<file path="src/rtl/hash_drbg_pkg.sv">
// Shared types and defaults for the hash_drbg arbiter: FSM state encoding,
// default generator width, reseed interval and watchdog limit.
package hash_drbg_pkg;

  typedef enum logic [1:0] {
    IDLE        = 2'd0,
    WAIT        = 2'd1,
    RESEED_WAIT = 2'd2
  } state_t;

  localparam int DEF_DATA_WIDTH      = 256;
  localparam int DEF_RESEED_INTERVAL = 1024;
  localparam int DEF_TIMEOUT_CYCLES  = 4096;

  // Bits needed to hold every value in 0..max_val (at least one bit).
  function automatic int cnt_width(input int max_val);
    return (max_val < 2) ? 1 : $clog2(max_val + 1);
  endfunction

endpackage

</file>
<file path="src/rtl/hash_drbg_rr_picker.sv">
// Combinational round-robin picker: first pending bit searching upward from
// last_grant+1 with wrap-around.
module hash_drbg_rr_picker #(
  parameter int N_REQ = 2,
  parameter int IW    = $clog2(N_REQ)
) (
  input  logic [N_REQ-1:0] pending,
  input  logic [IW-1:0]    last_grant,
  output logic [IW-1:0]    grant,
  output logic             any_valid
);

  always_comb begin
    int idx;
    grant     = '0;
    any_valid = 1'b0;
    idx       = 0;
    // Offset 1..N_REQ makes last_grant the lowest-priority candidate.
    for (int i = 1; i <= N_REQ; i++) begin
      idx = (int'(last_grant) + i) % N_REQ;
      if (!any_valid && pending[IW'(idx)]) begin
        grant     = IW'(idx);
        any_valid = 1'b1;
      end
    end
  end

endmodule

</file>
<file path="src/rtl/hash_drbg_arbiter.sv">
// Shares one hash_drbg generator among N_REQ consumers with round-robin grants
// and periodic reseeds. Define HASH_DRBG_ARB_TIMEOUT_EN to add the WAIT watchdog.
module hash_drbg_arbiter
  import hash_drbg_pkg::*;
#(
  parameter int N_REQ           = 2,
  parameter int DATA_WIDTH      = DEF_DATA_WIDTH,
  parameter int RESEED_INTERVAL = DEF_RESEED_INTERVAL,
  parameter int TIMEOUT_CYCLES  = DEF_TIMEOUT_CYCLES
) (
  input  logic                     clk,
  input  logic                     reset,
  input  logic [N_REQ-1:0]         req,
  input  logic                     gen_busy,
  input  logic [DATA_WIDTH-1:0]    gen_data,
  input  logic                     gen_data_valid,
  output logic                     gen_next,
  output logic                     gen_reseed,
  output logic [DATA_WIDTH-1:0]    out_data,
  output logic [N_REQ-1:0]         out_valid,
  output logic [$clog2(N_REQ)-1:0] grant_id,
  output logic                     busy
`ifdef HASH_DRBG_ARB_TIMEOUT_EN
  ,
  output logic                     timeout_err
`endif
);

  localparam int IW = $clog2(N_REQ);
  localparam int CW = cnt_width(RESEED_INTERVAL);
  localparam logic [CW-1:0] CNT_MAX = CW'(RESEED_INTERVAL);

  if (N_REQ < 2 || N_REQ > 8 || TIMEOUT_CYCLES < 1) begin : g_bad_cfg
    $error("hash_drbg_arbiter: unsupported parameter set");
  end

  state_t           state;
  logic [N_REQ-1:0] pending;
  logic [IW-1:0]    last_grant;
  logic [CW-1:0]    gen_count;
  logic             rs_first;

  logic [IW-1:0]    pick;
  logic             pick_vld;
  logic             reseed_due;
  logic             deliver;
  logic             timed_out;
  logic [N_REQ-1:0] clear;

  function automatic logic [CW-1:0] sat_inc(input logic [CW-1:0] v);
    return (v == CNT_MAX) ? v : v + 1'b1;
  endfunction

  function automatic logic [N_REQ-1:0] onehot(input logic [IW-1:0] idx);
    logic [N_REQ-1:0] v;
    v      = '0;
    v[idx] = 1'b1;
    return v;
  endfunction

  hash_drbg_rr_picker #(
    .N_REQ (N_REQ),
    .IW    (IW)
  ) u_picker (
    .pending    (pending),
    .last_grant (last_grant),
    .grant      (pick),
    .any_valid  (pick_vld)
  );

  assign reseed_due = (RESEED_INTERVAL != 0) && (gen_count == CNT_MAX);
  // A valid coincident with our own gen_next pulse belongs to nothing we asked for.
  assign deliver    = (state == WAIT) && gen_data_valid && !gen_next;
  assign clear      = deliver ? onehot(grant_id) : '0;
  assign busy       = (state != IDLE);

`ifdef HASH_DRBG_ARB_TIMEOUT_EN
  localparam int TW = cnt_width(TIMEOUT_CYCLES);
  logic [TW-1:0] wait_cnt;
  assign timed_out = (state == WAIT) && !deliver && (wait_cnt == TW'(TIMEOUT_CYCLES - 1));
`else
  assign timed_out = 1'b0;
`endif

  always_ff @(posedge clk or posedge reset) begin
    if (reset) begin
      state       <= IDLE;
      pending     <= '0;
      last_grant  <= IW'(N_REQ - 1);
      grant_id    <= '0;
      gen_count   <= '0;
      rs_first    <= 1'b0;
      gen_next    <= 1'b0;
      gen_reseed  <= 1'b0;
      out_valid   <= '0;
      out_data    <= '0;
`ifdef HASH_DRBG_ARB_TIMEOUT_EN
      wait_cnt    <= '0;
      timeout_err <= 1'b0;
`endif
    end else begin
      gen_next   <= 1'b0;
      gen_reseed <= 1'b0;
      out_valid  <= '0;
      // A fresh req on the bit being cleared wins over the clear.
      pending    <= (pending & ~clear) | req;

      case (state)
        IDLE: begin
          if (reseed_due && !gen_busy) begin
            gen_reseed <= 1'b1;
            rs_first   <= 1'b1;
            state      <= RESEED_WAIT;
          end else if (pick_vld && !gen_busy) begin
            grant_id   <= pick;
            last_grant <= pick;
            gen_next   <= 1'b1;
            state      <= WAIT;
`ifdef HASH_DRBG_ARB_TIMEOUT_EN
            wait_cnt   <= '0;
`endif
          end
        end

        WAIT: begin
          if (deliver) begin
            out_data  <= gen_data;
            out_valid <= clear;
            gen_count <= sat_inc(gen_count);
            state     <= IDLE;
          end else if (timed_out) begin
`ifdef HASH_DRBG_ARB_TIMEOUT_EN
            timeout_err <= 1'b1;
`endif
            state       <= IDLE;
          end
`ifdef HASH_DRBG_ARB_TIMEOUT_EN
          else begin
            wait_cnt <= wait_cnt + 1'b1;
          end
`endif
        end

        RESEED_WAIT: begin
          // First cycle is unconditional so the generator can raise gen_busy.
          if (rs_first) begin
            rs_first <= 1'b0;
          end else if (!gen_busy) begin
            gen_count <= '0;
            state     <= IDLE;
          end
        end

        default: state <= IDLE;
      endcase
    end
  end

endmodule

</file>
<file path="config.mk">
export PLATFORM = sky130hd
export DESIGN_NAME = hash_drbg_arbiter
export DESIGN_NICKNAME = d
export VERILOG_FILES = /design/src/rtl/hash_drbg_pkg.sv /design/src/rtl/hash_drbg_rr_picker.sv /design/src/rtl/hash_drbg_arbiter.sv
export SDC_FILE = /design/constraint.sdc
export NUM_CORES = 1
export LEC_CHECK = 0
export BUFFER_PORTS_ARGS = -buffer_cell sky130_fd_sc_hd__buf_4
export CAP_MARGIN = 20
export CELL_PAD_IN_SITES_DETAIL_PLACEMENT = 1
export CELL_PAD_IN_SITES_GLOBAL_PLACEMENT = 1
export CORE_AREA = 2 2 206 208
export DETAILED_ROUTE_END_ITERATION = 16
export DIE_AREA = 0 0 208 210
export PLACE_DENSITY_LB_ADDON = 0.1
export SYNTH_ARGS = -nofsm -noshare
export SYNTH_HDL_FRONTEND = slang
export SYNTH_SLANG_ARGS = --single-unit
</file>
<file path="constraint.sdc">
create_clock -name clk -period 22.4 [get_ports clk]
set_input_delay 4.48 -clock clk [delete_from_list [all_inputs] [get_ports clk]]
set_output_delay 4.48 -clock clk [all_outputs]
set_load 0.1 [all_outputs]
</file>
==> flow_summary.yaml, run 1 <==
grt:
  grt_pass1_vias: 10000
  grt_start_max_net_pins: 121
  grt_pass1_wl_mm: 61.7
  antenna_found_initial: 3
  grtUsageTotal_pct: 18.2
  grt-ovfl-total: 0
floorplan:
  die_y_um: 210
  num_rows: 75
  core-area_sq_um: 41500
  die_w_um: 208
  initial_utilization_pct: 25.7
  pin_count: 524
  die_area_sq_um: 43700
logic_synthesis:
  synth-compound-area-share_pct: 1.07
  synth_simple_gate_area_share_pct: 29.4
  synth_cells: 1183
  syn_area_per_cell_sq_um: 9.01
  synth_warnings: 0
  syn_nets: 1447
  syn_area_sq_um: 10700
  synthMuxAreaShare_pct: 0.857
  synth-seq-cells: 277
  synth_top_cells_by_area: "dfrtp_1 65%, nand2_1 27%, buf_2 2.7%"
  synthAdderAreaFrac_pct: 0.235
  synth_top_area_share_pct: 64.8
  seq_area_frac_synth_pct: 65.0
  synth-xor-area-share_pct: 0.0822
  synth_top_family_by_area: "simple AND/OR/NAND/NOR gates"
  synth.distinct_cells: 34
  yosysTopAreaCell: "dfrtp_1"
cts:
  cts-root-buf: "clkbuf_16"
  cts_resized: 0
  clock_latency_ns: 0.53
  clk_pin_slew_ns: 0.06
  numCtsBuffers: 36
  h-tree-depth: 2
  clockBufferDepth: 3
  post_cts_buffers: 0
  cts_tree: "built"
  cts_sinks: 277
  cts_hold_buf: 0
timing:
  worstMarginPinSlew_ns: 1.03
  period_share_pct: 30.5
  fmax_mhz: 146
  rsz0062_at_grt: "false"
  hold_viol_final: 0
  fin_skew_ns: 0.0129
  slew_headroom_pct: 31.1
  fin_crit_ns: 6.84
  setup_viol: 0
  tns_ns: 0
  slew_viol_final: 0
layout:
  drive_gt1_share_pct: 34.6
  fin_area_sq_um: 16200
  final-seq-area_sq_um: 6930
  multi_input_area_sq_um: 3410
  finalNetCount: 1954
  fillers: 4928
  syn_to_final_growth_pct: 52.0
route:
  route.detailed.drc: 0
  wl_per_cell_um: 17.9
  drt_iter0_markers: 406
  final_antenna_net_count: 0
  wl_mm: 40.4
  vias: 9628
  via_per_inst: 4.26
  first_pass_iters: 4
place:
  portBuffers: 522
  gp_congestion: 0.746
  place_area_sq_um: 15000
  dp_hpwl_mm: 28.8
min_path:
  hold_depth: 2
  min-delay-start: "out_data[1]$_DFFE_PP0P_"
  hold_path.class: "flop to flop"
  hold_end: "out_data[1]$_DFFE_PP0P_"
critical_path:
  timing.rr.start: "state[0]$_DFFE_PP0P_"
  worstSetupPathType: "input port to flop"
  startpoint_type: "input port"
  reg2regPathDepth: 5
  critical_path_arrival_ns: 7.30
  rr_endpoint: "out_data[134]$_DFFE_PP0P_"
  rrSetupSlack_ns: 19.08
  cp-end-kind: "flop"
  cp_max_fo: 89
  worst_ep_required_time_ns: 22.86
run_status:
  outcome: "finished, final reports clean"
run:
  maxCapViolations: 0
==> sequential cells by signal (all words and copies together), names as in the netlist <==
register and count:
gen_count 11, gen_next 1, gen_reseed 1, grant_id 1, last_grant 1, out_data 256
out_valid 2, pending 1, rs_first 1, state 2
==> logic make-up (layout without fill, tap and decap cells) <==
family | count (synthesis) | count (layout)
other cells | 0 | 3
mux | 9 | 9
flops | 277 | 277
xor+xnor | 1 | 1
compound gates | 15 | 15
buf+inv | 70 | 604
simple gates | 809 | 809
fa+ha+maj | 2 | 2
==> cell usage in the layout, fill, tap and decap left out, types with 3 or more instances in the layout <==
| cell type | n |
|---|---|
| mux2i_1 | 8 |
| nand3_1 | 3 |
| a21oi_1 | 4 |
| nand2b_1 | 3 |
| nor2_1 | 6 |
| buf_4 | 531 |
| clkbuf_8 | 11 |
| clkbuf_1 | 11 |
| clkinv_2 | 3 |
| nand4_1 | 5 |
| o31ai_1 | 3 |
| dfrtp_1 | 276 |
| nor4_1 | 3 |
| inv_1 | 7 |
| diode_2 | 3 |
| nand2_1 | 778 |
| clkbuf_16 | 37 |
==> cells in the mapped netlist <==
library cell  count
a21oi_1           4
a311oi_1          1
a31o_2            1
a31oi_1           1
a31oi_4           1
a41oi_1           1
and4bb_1          1
buf_2            57
buf_6             2
clkbuf_1          3
dfrtp_1         276
dfstp_2           1
ha_1              2
inv_1             8
mux2_2            1
mux2i_1           8
nand2_1         778
nand2b_1          3
nand3_1           3
nand4_1           5
nand4bb_1         1
nor2_1            6
nor3_1            2
nor4_1            3
nor4_4            1
nor4b_1           1
nor4bb_1          1
o211ai_1          1
o21ai_0           2
o31ai_1           3
or4_1             2
or4b_1            1
or4b_4            1
xor2_1            1
==> routing by layer <==
layer,wire length (um),part of all wire [%],vias up,GRT usage (%)
met1,16200,40,4621,22.0
met3,3210,7.9,61,5.93
met4,1100,2.7,0,6.70
li1,-,-,4627,-
met2,19800,49,319,30.3
met5,0,0,-,0
==> through the flow <==
stage | hold WS (ns) | utilization [%] | worst slack [ns] | instances
after detailed placement | 0.463 | 36.3 | 14.97 | 2191
after global placement | 0.458 | 36.3 | 14.99 | 2191
final | 0.471 | 39.1 | 15.56 | 2259
after global routing | 0.489 | 39.1 | 15.30 | 2259
after CTS | 0.477 | 39.1 | 15.54 | 2256
after floorplan | 0.441 | - | 10.28 | 1183
==> worst max-delay path, cell delays in order <==
cell      delay (ns)
buf_4           0.11
nor4bb_4        0.76
buf_4           0.74
buf_4           0.85
nand2_1         0.16
nand2_1         0.09
==> worst max-delay path by stage <==
stage / cells past startpoint / startpoint / to
floorplan: 1 / reset / gen_count[0]$_DFFE_PP0P_
global placement: 6 / gen_data_valid / out_data[109]$_DFFE_PP0P_
detailed placement: 6 / gen_data_valid / out_data[134]$_DFFE_PP0P_
CTS: 6 / gen_data_valid / out_data[165]$_DFFE_PP0P_
global route: 6 / gen_data_valid / out_data[122]$_DFFE_PP0P_
finish: 6 / gen_data_valid / out_data[134]$_DFFE_PP0P_
==> cell type report <==
class	instances	area share, %
well taps	539	4.16
multi-input cells	836	21.0
clock inverters	6	0.255
repair buffers	531	24.6
diodes	3	0.0463
inverters	8	0.232
flip-flops and latches	277	42.8
clock buffers	59	6.90
Power of run 1 is not shown: default switching activity piles up to over one toggle a cycle in this logic, so the estimate is an artifact.
==> inputs of run 2 (changes only) <==
==> constraint.sdc (replaced) <==
create_clock -name clk -period 7 [get_ports clk]
set_input_delay 1.4 -clock clk [delete_from_list [all_inputs] [get_ports clk]]
set_output_delay 1.4 -clock clk [all_outputs]
set_load 0.1 [all_outputs]
==> flow_summary.yaml, run 2 (synthesized netlist as in run 1, its figures left out) <==
layout:
  drive_gt1_share_pct: 34.5
  fin_area_sq_um: 16200
  finalNetCount: 1952
  largest_reg_flops: 256
  layout_common_cells: "778 x nand2_1, 529 x buf_4, 276 x dfrtp_1"
  final_common_cell: "nand2_1"
  syn_to_final_growth_pct: 52.1
  fillers: 4936
  final-seq-area_sq_um: 6930
  largestRegisters: "out_data (256), gen_count (11)"
  regMostFlops: "out_data"
  multi_input_area_sq_um: 3410
route:
  via_per_inst: 4.27
  final_antenna_net_count: 0
  wl_mm: 39.4
  wl_per_cell_um: 17.5
  first_pass_iters: 4
  drt_iter0_markers: 409
  vias: 9619
  route.detailed.drc: 0
run_status:
  outcome: "finished, final reports clean"
floorplan:
  pin_count: 524
  die_y_um: 210
  core-area_sq_um: 41500
  num_rows: 75
  die_area_sq_um: 43700
  die_w_um: 208
  initial_utilization_pct: 25.7
run:
  maxCapViolations: 0
cts:
  clockBufferDepth: 3
  cts_hold_buf: 0
  numCtsBuffers: 34
  cts_tree: "built"
  clock_latency_ns: 0.53
  cts_resized: 0
  cts-root-buf: "clkbuf_16"
  cts_sinks: 277
  h-tree-depth: 2
  clk_pin_slew_ns: 0.06
  post_cts_buffers: 0
grt:
  grtUsageTotal_pct: 17.8
  grtUsageMet2_pct: 30.5
  grt_start_max_net_pins: 152
  grt-ovfl-total: 0
  antenna_found_initial: 3
  grt_pass1_wl_mm: 60.4
  grt_pass1_vias: 9973
  grt-busiest-layer: "met2"
  use_met1_pct: 21.3
  grt_util_met3_pct: 5.72
place:
  gp_congestion: 0.767
  dp_hpwl_mm: 28.4
  portBuffers: 522
  place_area_sq_um: 15100
timing:
  tns_ns: 0
  fmax_mhz: 308
  fin_skew_ns: 0.00761
  worstMarginPinSlew_ns: 1.03
  period_share_pct: 46.4
  rsz0062_at_grt: "false"
  slew_viol_final: 0
  fin_crit_ns: 3.25
  slew_headroom_pct: 31.5
  setup_viol: 0
  hold_viol_final: 0
critical_path:
  cp-end-kind: "flop"
  cp_max_fo: 87
  critical_path_arrival_ns: 3.71
  worstSetupPathType: "input port to flop"
  worst_ep_required_time_ns: 7.46
  startpoint_type: "input port"
min_path:
  hold_path.class: "flop to flop"
==> run 2: changes by cell type in the layout (fill, tap and decap cells not counted), sizes merged <==
cell and change:
clkinv -1, clkbuf -3, bufinv +1, inv -3, clkinvlp +1
==> run 2: worst max-delay path, stage by stage <==
cell and delay [ns]:
buf_4 0.13, nand4bb_4 0.33, buf_4 0.82, buf_4 0.70
nand2_1 0.14, nand2_1 0.09
==> run 2: worst paths after layout <==
kind	from	end	slack [ns]	cells past startpoint
setup / recovery	gen_data_valid	out_data[89]$_DFFE_PP0P_	3.75	6
hold / removal	out_data[247]$_DFFE_PP0P_	out_data[247]$_DFFE_PP0P_	0.47	2
setup reg to reg	state[1]$_DFFE_PP0P_	out_data[89]$_DFFE_PP0P_	4.14	5
hold reg to reg	out_data[247]$_DFFE_PP0P_	out_data[247]$_DFFE_PP0P_	0.47	2
max in group asynchronous	reset	pending[0]$_DFF_PP0_	4.57	3
min in group asynchronous	reset	out_data[171]$_DFFE_PP0P_	1.06	2
==> run 2: area by class of cell <==
class                      count  share of cell area (%)
tap                          539                    4.16
multi-input combinational    836                    21.0
sequential                   277                    42.8
antenna                        3                  0.0463
clock inverter                 4                   0.278
timing repair buffer         531                    24.7
clock buffer                  56                    6.77
inverter                       8                   0.208
==> run 2: metal layers <==
layer,up-vias,routed length [um]
li1,4617,-
met2,294,19900
met4,0,749
met1,4664,15800
met3,44,2950
met5,-,0
==> run 2: per-stage QoR <==
step	cells	util [%]	hold WS (ns)	setup slack, ns
global placement	2191	36.3	0.459	3.15
detailed placement	2191	36.3	0.463	3.13
CTS	2251	39.1	0.477	3.70
floorplan	1183	-	0.441	1.94
finish	2254	39.1	0.471	3.75
global route	2253	39.1	0.493	3.53
Power of run 2 is left out for the same reason.
==> inputs of run 3 (changes only) <==
==> constraint.sdc (replaced) <==
create_clock -name clk -period 3 [get_ports clk]
set_input_delay 0.6 -clock clk [delete_from_list [all_inputs] [get_ports clk]]
set_output_delay 0.6 -clock clk [all_outputs]
set_load 0.1 [all_outputs]
==> flow_summary.yaml, run 3 (synthesized netlist as in run 1, its figures left out) <==
place:
  dp_hpwl_mm: 28.3
  dp.cells: 2194
  gp_congestion: 0.779
  portBuffers: 522
  post-place-ws_ns: 0.871
critical_path:
  cp_slowest_cell: "dfrtp_1"
  worst_ep_required_time_ns: 2.40
  cp-end-kind: "output pin"
  slowest_delay_ns: 0.53
  path_cells: "inv_1 > nand2_1 > buf_4"
  critPathBufInv: 2
  startpoint_type: "flop"
  critical_path_arrival_ns: 1.62
  worstSetupPathType: "flop to output pin"
  cp_max_fo: 9
  crit_family: "flip-flops"
cts:
  cts_tree: "built"
  clockBufferDepth: 3
  clk_pin_slew_ns: 0.06
  post_cts_buffers: 0
  cts_sinks: 277
  cts_resized: 0
  h-tree-depth: 2
  cts_hold_buf: 0
  cts-root-buf: "clkbuf_16"
  clock_latency_ns: 0.53
  numCtsBuffers: 34
layout:
  finalNetCount: 1955
  layout_common_cells: "778 x nand2_1, 525 x buf_4, 276 x dfrtp_1"
  regMostFlops: "out_data"
  multi_input_area_sq_um: 3410
  final_cells: 2254
  drive_gt1_share_pct: 34.6
  fillers: 4945
  final-seq-area_sq_um: 6930
  fin_util_pct: 39.4
  syn_to_final_growth_pct: 53.2
  final_common_cell: "nand2_1"
  largest_reg_flops: 256
  largestRegisters: "out_data (256), gen_count (11)"
route:
  wl_per_cell_um: 17.6
  vias: 9553
  wl_mm: 39.7
  drt_iter0_markers: 410
  final_antenna_net_count: 0
  first_pass_iters: 4
  via_per_inst: 4.24
  route.detailed.drc: 0
min_path:
  hold_path.class: "input port to asynchronous set/reset pin"
timing:
  rsz0062_at_grt: "false"
  period_share_pct: 73.9
  fin_crit_ns: 2.22
  slew_viol_final: 0
  setup_viol: 0
  layout_setup_ws_ns: 0.784
  fmax_mhz: 451
  tns_ns: 0
  worstMarginPinSlew_ns: 0.777
  slew_headroom_pct: 48.2
  fin_skew_ns: 0.0123
  hold_viol_final: 0
floorplan:
  num_rows: 75
  initial_utilization_pct: 25.7
  die_w_um: 208
  pin_count: 524
  die_y_um: 210
  core-area_sq_um: 41500
  die_area_sq_um: 43700
grt:
  grt_pass1_wl_mm: 60.5
  antenna_found_initial: 3
  grt_start_max_net_pins: 142
  grtUsageTotal_pct: 17.8
  grt-ovfl-total: 0
  grt_pass1_vias: 10000
run:
  maxCapViolations: 0
run_status:
  outcome: "finished, final reports clean"
## run 3: metal layers
layer | share of wire [%] | vias up | GRT usage, %
met5 | 0.033 | - | 0
met4 | 2.1 | 2 | 5.92
met3 | 7.4 | 47 | 5.47
met2 | 50 | 302 | 30.2
met1 | 41 | 4585 | 21.6
li1 | - | 4617 | -
## run 3: through the flow
step / hold slack, ns / cell area [sq um]
4_1_cts: 0.132 / 16300
3_3_place_gp: 0.459 / 15200
5_1_grt: 0.171 / 16300
2_1_floorplan: 0.441 / 10700
3_5_place_dp: 0.463 / 15200
6_report: 0.154 / 16300
## run 3: cell type report
cell class              count  share of cell area [%]
diodes                      2                  0.0306
clock buffers              53                    6.47
clock inverters             5                   0.613
flip-flops and latches    277                    42.4
repair buffers            534                    25.2
inverters                   8                   0.207
multi-input cells         836                    20.9
well taps                 539                    4.13
## run 3: final timing paths
check	startpoint	end	slack, ns	cells after the start
min in group clk	gen_data[67]	out_data[67]$_DFFE_PP0P_	0.26	3
max in group asynchronous	reset	last_grant$_DFFE_PP1P_	2.06	3
worst max-delay path	state[1]$_DFFE_PP0P_	busy	0.78	3
worst min register to register	out_data[103]$_DFFE_PP0P_	out_data[103]$_DFFE_PP0P_	0.47	2
worst min-delay path	reset	out_data[166]$_DFFE_PP0P_	0.15	2
worst max register to register	state[1]$_DFFE_PP0P_	out_data[157]$_DFFE_PP0P_	1.03	4
## run 3: worst reg2reg max path, delay by kind of cell, from the launching register on
family	cells	cell delay, ns
buffers and inverters	1	0.46
flip-flops	1	0.49
AND/OR/NAND/NOR	3	0.95
Power of run 3 is left out for the same reason.
